==> config.mk <==
export PLATFORM = sky130hd
export DESIGN_NAME = barcode_tx
export DESIGN_NICKNAME = d
export VERILOG_FILES = /design/src/rtl/barcode_pkg.sv /design/src/rtl/bc_phase_timer.sv /design/src/rtl/barcode_tx.sv
export SDC_FILE = /design/constraint.sdc
export NUM_CORES = 1
export LEC_CHECK = 0
export ABC_AREA = 1
export BUFFER_PORTS_ARGS = -buffer_cell sky130_fd_sc_hd__buf_2
export CORE_ASPECT_RATIO = 0.7
export CORE_MARGIN = 1.5
export CORE_UTILIZATION = 60
export CTS_CLUSTER_DIAMETER = 60
export DETAILED_ROUTE_END_ITERATION = 16
export GPL_TIMING_DRIVEN = 0
export PLACE_DENSITY_LB_ADDON = 0.12
export SLEW_MARGIN = 40
export SYNTH_ARGS = -nofsm -noshare
export SYNTH_HDL_FRONTEND = slang
export SYNTH_SLANG_ARGS = --single-unit
==> constraint.sdc <==
create_clock -name clk -period 6.4 [get_ports clk]
set_input_delay 1.28 -clock clk [delete_from_list [all_inputs] [get_ports clk]]
set_output_delay 1.28 -clock clk [all_outputs]
set_load 0.02 [all_outputs]
==> src/rtl/barcode_pkg.sv <==
// rtl/barcode_pkg.sv - shared types and widths for the station-ID barcode link
package barcode_pkg;

    localparam int BC_ID_W     = 8;
    localparam int BC_PERIOD_W = 22;

    typedef enum logic [2:0] {
        IDLE,
        START_LO,
        START_HI,
        BIT_LO,
        BIT_HI,
        DONE
    } bc_tx_state_t;

endpackage

==> src/rtl/bc_phase_timer.sv <==
// rtl/bc_phase_timer.sv - phase length timer; expires on the last cycle of a phase
module bc_phase_timer
    import barcode_pkg::*;
#(
    parameter int PW = BC_PERIOD_W
) (
    input  logic          clk,
    input  logic          rst_n,
    input  logic          clr_i,
    input  logic [PW-1:0] len_i,
    output logic          expire_o
);

    logic [PW-1:0] cnt_q;

    always_ff @(posedge clk or negedge rst_n) begin
        if (!rst_n) begin
            cnt_q <= '0;
        end else if (clr_i) begin
            cnt_q <= '0;
        end else begin
            cnt_q <= cnt_q + 1'b1;
        end
    end

    // A phase of length L holds its level for counts 0..L-1.
    assign expire_o = (cnt_q == (len_i - 1'b1));

endmodule

==> src/rtl/barcode_tx.sv <==
// rtl/barcode_tx.sv - serialises an 8-bit station ID onto the barcode line BC
module barcode_tx
    import barcode_pkg::*;
#(
    parameter int MIN_PERIOD = 16,
    parameter int PW         = BC_PERIOD_W
) (
    input  logic               clk,
    input  logic               rst_n,
    input  logic               send,
    input  logic [BC_ID_W-1:0] station_ID,
    input  logic [PW-1:0]      period,
    output logic               BC,
    output logic               busy,
    output logic               done
);

    bc_tx_state_t       state_q, state_d;
    logic [BC_ID_W-1:0] shift_q, shift_d;
    logic [2:0]         bit_cnt_q, bit_cnt_d;
    logic [PW-1:0]      pe_q, pe_d;
    logic               bc_q, bc_d;
    logic               busy_q, busy_d;
    logic               done_q, done_d;

    logic [PW-1:0] pe_rnd;
    logic [PW-1:0] pe_req;
    logic [PW-1:0] q_len, h_len, t_len;
    logic [PW-1:0] phase_len;
    logic          msb;
    logic          expire;
    logic          timer_clr;

    // Round the request down to a multiple of 4 so Q, H and T are exact.
    assign pe_rnd = period & ~PW'(3);
    assign pe_req = (pe_rnd < PW'(MIN_PERIOD)) ? PW'(MIN_PERIOD) : pe_rnd;

    assign q_len = pe_q >> 2;
    assign h_len = pe_q >> 1;
    assign t_len = q_len + h_len;
    assign msb   = shift_q[BC_ID_W-1];

    always_comb begin
        phase_len = h_len;
        case (state_q)
            BIT_LO:  phase_len = msb ? q_len : t_len;
            BIT_HI:  phase_len = msb ? t_len : q_len;
            default: phase_len = h_len;
        endcase
    end

    // Timer runs only inside timed phases and restarts at every phase boundary.
    assign timer_clr = (state_q == IDLE) || (state_q == DONE) || expire;

    bc_phase_timer #(
        .PW(PW)
    ) u_timer (
        .clk      (clk),
        .rst_n    (rst_n),
        .clr_i    (timer_clr),
        .len_i    (phase_len),
        .expire_o (expire)
    );

    always_comb begin
        state_d   = state_q;
        shift_d   = shift_q;
        bit_cnt_d = bit_cnt_q;
        pe_d      = pe_q;
        bc_d      = bc_q;
        busy_d    = busy_q;
        done_d    = 1'b0;
        case (state_q)
            IDLE: begin
                if (send) begin
                    state_d   = START_LO;
                    shift_d   = station_ID;
                    pe_d      = pe_req;
                    bit_cnt_d = '0;
                    bc_d      = 1'b0;
                    busy_d    = 1'b1;
                end
            end
            START_LO: begin
                if (expire) begin
                    state_d = START_HI;
                    bc_d    = 1'b1;
                end
            end
            START_HI: begin
                if (expire) begin
                    state_d = BIT_LO;
                    bc_d    = 1'b0;
                end
            end
            BIT_LO: begin
                if (expire) begin
                    state_d = BIT_HI;
                    bc_d    = 1'b1;
                end
            end
            BIT_HI: begin
                if (expire) begin
                    if (bit_cnt_q == 3'd7) begin
                        state_d = DONE;
                        done_d  = 1'b1;
                    end else begin
                        state_d   = BIT_LO;
                        bc_d      = 1'b0;
                        shift_d   = {shift_q[BC_ID_W-2:0], 1'b0};
                        bit_cnt_d = bit_cnt_q + 3'd1;
                    end
                end
            end
            DONE: begin
                state_d = IDLE;
                busy_d  = 1'b0;
                bc_d    = 1'b1;
            end
            default: begin
                state_d = IDLE;
                busy_d  = 1'b0;
                bc_d    = 1'b1;
            end
        endcase
    end

    always_ff @(posedge clk or negedge rst_n) begin
        if (!rst_n) begin
            state_q   <= IDLE;
            shift_q   <= '0;
            bit_cnt_q <= '0;
            pe_q      <= '0;
            bc_q      <= 1'b1;
            busy_q    <= 1'b0;
            done_q    <= 1'b0;
        end else begin
            state_q   <= state_d;
            shift_q   <= shift_d;
            bit_cnt_q <= bit_cnt_d;
            pe_q      <= pe_d;
            bc_q      <= bc_d;
            busy_q    <= busy_d;
            done_q    <= done_d;
        end
    end

    assign BC   = bc_q;
    assign busy = busy_q;
    assign done = done_q;

endmodule
# [Yosys cells after proc, flatten, opt, wreduce, memory -nomap -nowiden]
# Index checks and enable logic that the tools add are counted.
# W data, S select, Z words.
[classes] reduce_logical=11 addsub=4 muxes=31 n_bitwise=1 shifts=0 n_mul=0 div_mod_pow=0 magnitude_cmp=1 n_eq_ne=14
[op_table] op="$mux W22" count=4
[op_table] op="$pmux W22 S2" count=1
[op_table] op="$mux W3" count=9
[op_table] op="$mux W8" count=3
[op_table] op="$add A20 B21 Y22" count=1
[op_table] op="$add A22 B1 Y22 const B" count=1
[op_table] op="$eq A22 B22 Y1" count=1
[op_table] op="$lt A22 B5 Y1 const B" count=1
[op_table] op="$sub A22 B1 Y22 const B" count=1
[op_table] op="$pmux W8 S2" count=1
[op_table] op="$pmux W3 S5" count=1
[op_table] op="$ne A2 B2 Y1 const B" count=6
[op_table] op="$reduce_and A5 Y1" count=2
[op_table] op="$eq A3 B3 Y1 const B" count=3
[op_table] op="$mux W1" count=9
[op_table] op="$eq A3 B2 Y1 const B" count=2
[op_table] op="$pmux W3 S2" count=1
[op_table] op="$pmux W1 S4" count=1
[op_table] op="$reduce_and A2 Y1" count=2
[op_table] op="$reduce_and A4 Y1" count=1
[op_table] op="$reduce_or A4 Y1" count=1
[op_table] op="$add A3 B1 Y3 const B" count=1
[op_table] op="$eq A3 B1 Y1 const B" count=1
[op_table] op="$logic_not A3 Y1" count=1
[op_table] op="6 further kinds" count=7
[word_totals] memories=0 reg_bits=61 mem_bits_ro=0 in_bits=33 latchBits=0 out_inout_bits=3 ram_bits=0 word_cells=70

# [Logic depth before layout (Yosys ltp)]
[logic_depth] depth_word=7 ltp_mapped=26 depth_no_buf=25

# [Cells and area by module]
# From an unflattened synthesis, not the netlist that was laid out.
[unflattened] cells_unflattened=831 area_unflattened_um2=5327.6
[by_module_without_submodules] module="barcode_tx" cells_per_inst=490 area_per_inst_um2=3205.6 n_inst=1 seq_area_each_um2=927.1
[by_module_without_submodules] module="bc_phase_timer" cells_per_inst=341 area_per_inst_um2=2122.0 n_inst=1 seq_area_each_um2=550.5

# [Least setup slack after synthesis]
# Ideal clock, no wire load.
[synth_timing] path_kind="reg-to-reg" startpoint="register pe_q[3]" endpoint="register shift_q[7]" path_slack_ns=3.218 period_less_slack_ns=3.182 n_path_buf=1 stages_incl_launch_ff=26 setup_ns=0.118 t_required_ns=6.282 t_arrival_ns=3.064 path_cell_list="dfrtp_1 ha_1 inv_1 fa_1 nand2_1 o21ai_0 nor2_1 nor2_1 nand3_1 nor2_1 nand3_2 nor2_2 nand3_1 nor2_2 nand2_1 nand2_1 nand2_1 inv_2 nand3_1 nor2_1 nand4_2 nand2_4 nand2_4 buf_6 nand2_1 nand2_1"
[synth_between] elab_chain_len=7 word_cells_on_any_way=8 cone_classes="add/sub (2); eq/ne (2); mux (3); reduce/logical (1)"
[synth_lines] item="start, declared" line="barcode_tx.sv:21" text="logic [PW-1:0] pe_q, pe_d;"
[synth_lines] item="start signal, assigned" line="barcode_tx.sv:141" text="pe_q <= pe_d;"
[synth_lines] item="$add A20 B21 Y22" line="barcode_tx.sv:40" text="assign t_len = q_len + h_len;"
[synth_lines] item="$mux W22, on equally long branches" line="barcode_tx.sv:47, barcode_tx.sv:46"
[synth_lines] item="$pmux W22 S2 (*)" line="barcode_tx.sv:45" text="case (state_q)"
[synth_lines] item="$sub A22 B1 Y22 (*)" line="bc_phase_timer.sv:27" text="assign expire_o = (cnt_q == (len_i - 1'b1));"
[synth_lines] item="$eq A22 B22 Y1 (*)" line="bc_phase_timer.sv:27"
[synth_lines] item="$ne A2 B2 Y1 (no line) (*)"
[synth_lines] item="$reduce_and A4 Y1 (no line) (*)"
[synth_lines] item="end signal, assigned" line="barcode_tx.sv:139" text="shift_q <= shift_d;"
[synth_lines] item="end, declared" line="barcode_tx.sv:19" text="logic [BC_ID_W-1:0] shift_q, shift_d;"
# Mark *: on every way between the ends. The rest lies on a longest branch, timed or not.
# A chain may end at the register's enable or synchronous reset.

# [Worst setup path after layout]
[layout_timing] startpoint="register pe_q[3]" endpoint="register u_timer.cnt_q[6]"
[layout_between] elab_chain_len=7 word_cells_on_any_way=8 cone_classes="add/sub (2); eq/ne (1); mux (4); reduce/logical (1)"
[layout_lines] item="$add A20 B21 Y22" line="barcode_tx.sv:40"
[layout_lines] item="$mux W22, on equally long branches" line="barcode_tx.sv:47, barcode_tx.sv:46"
[layout_lines] item="$pmux W22 S2 (*)" line="barcode_tx.sv:45"
[layout_lines] item="$sub A22 B1 Y22 (*)" line="bc_phase_timer.sv:27"
[layout_lines] item="$eq A22 B22 Y1 (*)" line="bc_phase_timer.sv:27"
[layout_lines] item="$logic_or A1 B1 Y1 (*)" line="barcode_tx.sv:53" text="assign timer_clr = (state_q == IDLE) || (state_q == DONE) || expire;"
[layout_lines] item="$mux W22 (*)" line="bc_phase_timer.sv:19" text="end else if (clr_i) begin"
[layout_lines] item="end signal, assigned" line="bc_phase_timer.sv:22" text="cnt_q <= cnt_q + 1'b1;"
[layout_lines] item="end, declared" line="bc_phase_timer.sv:14" text="logic [PW-1:0] cnt_q;"
# Marks and branches as above.

==> results_dict.tcl <==
set metrics [dict create \
    power_leakage_uw 0.003455 \
    via_count 6237 \
    ant_nets 0 \
    cts_resized 0 \
    drtIter0Drc 612 \
    core-area_um2 9180 \
    grt_max_degree 60 \
    hp-class "reg -> reg" \
    p_switching_uw 2055 \
    syn_to_final_growth_pct 11.64 \
    cts_root_buffer "clkbuf_16" \
    yosysSeqAreaShare_pct 25.70 \
    grt_first_pass_wirelength_mm 26.71 \
    slew_headroom_pct 48.93 \
    ys_seq_elements 59 \
    cts_buffers 9 \
    cts.htree.levels 3 \
    num_rows 29 \
    cts_sinks 59 \
    rsz0062_at_grt "no" \
    yosysWarnings 0 \
    syn_area_um2 5751 \
    max_clock_freq_ghz 0.2504 \
    antenna_found_initial 0 \
    crit_chain "ha_1 > inv_1 > fa_1 > inv_1 > nand2_1 > nand2_1 > nand3_1 > nand2_1 > nand2_1 > nand3_1 > nand2_1 > nor2_1 > nand2_1 > nor2_2 > nand2_1 > nand2_1 > nand2_1 > nor2_1 > nand3_1 > nor2_1 > nand4_2 > nand2_1 > buf_2 > nor3_1" \
    diodes 0 \
    synth_edf_count 0 \
    critPathMaxStageDelay_ns 0.42 \
    crit_cells 24 \
    cts_tree "yes" \
    drive_gt1_share_pct 9.790 \
    worstSetupEndpointType "register" \
    numPortBuffers 33 \
    cp.required_ns 6.59 \
    drc 0 \
    irDropWorstVdd_v 0.0002606 \
    cp.arrival_ns 4.18 \
    final_common_cell "nand2_1" \
    crit_path_top_delay_cell "dfrtp_1" \
    synth_nets 1010 \
    setup-tns-final_ns 0 \
    power_frac_comb_pct 67.7 \
    post_drt_wl_per_cell_um 14.15 \
    final_cell_mix "nand2_1, nand3_1, inv_1, nor2_1, dfrtp_1" \
    dieArea_um2 10190 \
    n_fill_cell 803 \
    period_share_pct 62.39 \
    path_clk_slew_ns 0.05 \
    min_period_ns 3.993 \
    grt_pass1_vias 5600 \
    internal-power_uw 1715 \
    routed_via_density 5.544 \
    cts_setup_buffers 0 \
    hpwl_mm 12.26 \
    grt_overflow 0 \
    crit_path_start_kind "register" \
    nets 1054 \
    whs_path_depth 2 \
    hold_violations 0 \
    ios 36 \
    critPathKind "reg -> reg" \
    grt_usage_pct 32.84 \
    p_sw_share_pct 54.51 \
    report.final.slew_viol_count 0 \
    syn_area_per_cell_um2 6.040 \
    synth.distinct_cells 44 \
    clk_path_buf_depth 2 \
    start_util_pct 62.64 \
    reg2reg_depth 24 \
    cp_common_cell "nand2_1" \
    synthCells 952 \
    power_density_nw_per_um2 587.1 \
    setup_violations 0 \
    die_x_um 120.0 \
    gp_congestion 0.9496 \
    cpLargestDelayFamily "simple AND/OR/NAND/NOR gates" \
    ys_async_sr_fraction_pct 100.0 \
    first_pass_iters 6 \
    routed_wirelength_mm 15.92 \
    cp_max_fo 10 \
    seqPwrFrac_pct 17.3 \
    power_uw 3769 \
    max-cap-violations 0 \
    ctsHoldBuffers 0 \
    synth_ff_type "dfrtp_1" \
    p_clk_share_pct 15.0 \
    clk_latency_ns 0.34 \
    skew_ns 0.003865 \
    status "finished clean" \
    fp.dieH_um 84.91 \
    worst_pin_slew_ns 0.7609 \
    critPathBufInv 3 \
]
[worst min-delay path, delay by kind of cell, from the launching register on]
kind	cells	cell delay (ns)
flip-flops	1	0.36
AND/OR/NAND/NOR	2	0.10
[cell type report]
type	instances	area [um^2]	share of cell area [%]
flip-flops and latches	59	1478	23.02
repair buffers	33	171.4	2.670
clock buffers	11	242.7	3.781
clock inverters	5	100.1	1.559
multi-input cells	753	3722	57.98
inverters	126	473.0	7.367
well taps	124	155.1	2.417
plain buffers	14	77.57	1.208
[metal layers]
metal	part of all wire (%)	up-vias	track usage [%]
met5	0	-	0
met4	2.5	0	10.82
met3	9.1	34	5.309
met2	38	258	45.04
met1	51	2766	51.64
li1	-	3179	-
[through the flow]
step / utilization [%] / instance area, um^2 / hold slack [ns] / worst slack, ns / cells
floorplan: - / 5751 / 0.4422 / 3.218 / 952
global placement: 66.13 / 6071 / 0.4494 / 2.583 / 1109
detailed placement: 66.16 / 6073 / 0.4581 / 2.556 / 1109
CTS: 69.89 / 6416 / 0.4678 / 2.460 / 1125
global route: 69.93 / 6420 / 0.4792 / 1.998 / 1125
finish: 69.93 / 6420 / 0.4705 / 2.407 / 1125
[cells in the mapped netlist (all sizes together) (5+ instances only)]
library cell,count,area share [%]
ha,24,5.2
buf,9,1.0
nor3b,6,0.96
a21oi,23,2.0
nand3b,8,1.0
clkbuf,5,0.33
dfrtp,58,25
a22oi,13,2.1
nand3,129,12
nand2,343,23
nand4,26,2.9
o21ai,23,2.2
inv,126,8.2
nor2,112,8.0
nor3,18,1.7
xor2,10,1.5
[cells by family after synthesis]
logic type / synth area share (%)
xor+xnor: 1.675
flops: 25.70
compound gates: 7.354
buf+inv: 9.574
fa+ha+maj: 5.570
simple gates: 50.13
[sequential cells by signal, indices dropped and copies added, names as in the netlist]
name,flops
shift_q,8
bit_cnt_q,3
BC,1
state_q,3
pe_q,20
busy,1
u_timer.cnt_q,22
done,1
[power by group through the flow]
stage               Combinational (uW)  Sequential [uW]  Clock [uW]
floorplan                         1970              602           0
global placement                  2410              649           0
detailed placement                2460              650           0
CTS                               2490              646         571
global route                      2890              665         584
finish                            2550              653         564
[worst paths after layout]
check	startpoint	to	slack, ns
hold reg to reg	BC	BC	0.47
hold / removal	BC	BC	0.47
setup reg to reg	pe_q[3]	u_timer.cnt_q[6]	2.41
max in group asynchronous	rst_n	pe_q[13]	5.11
setup / recovery	pe_q[3]	u_timer.cnt_q[6]	2.41
min in group asynchronous	rst_n	done	0.91
Note: power is estimated with default switching activity, not from simulation.
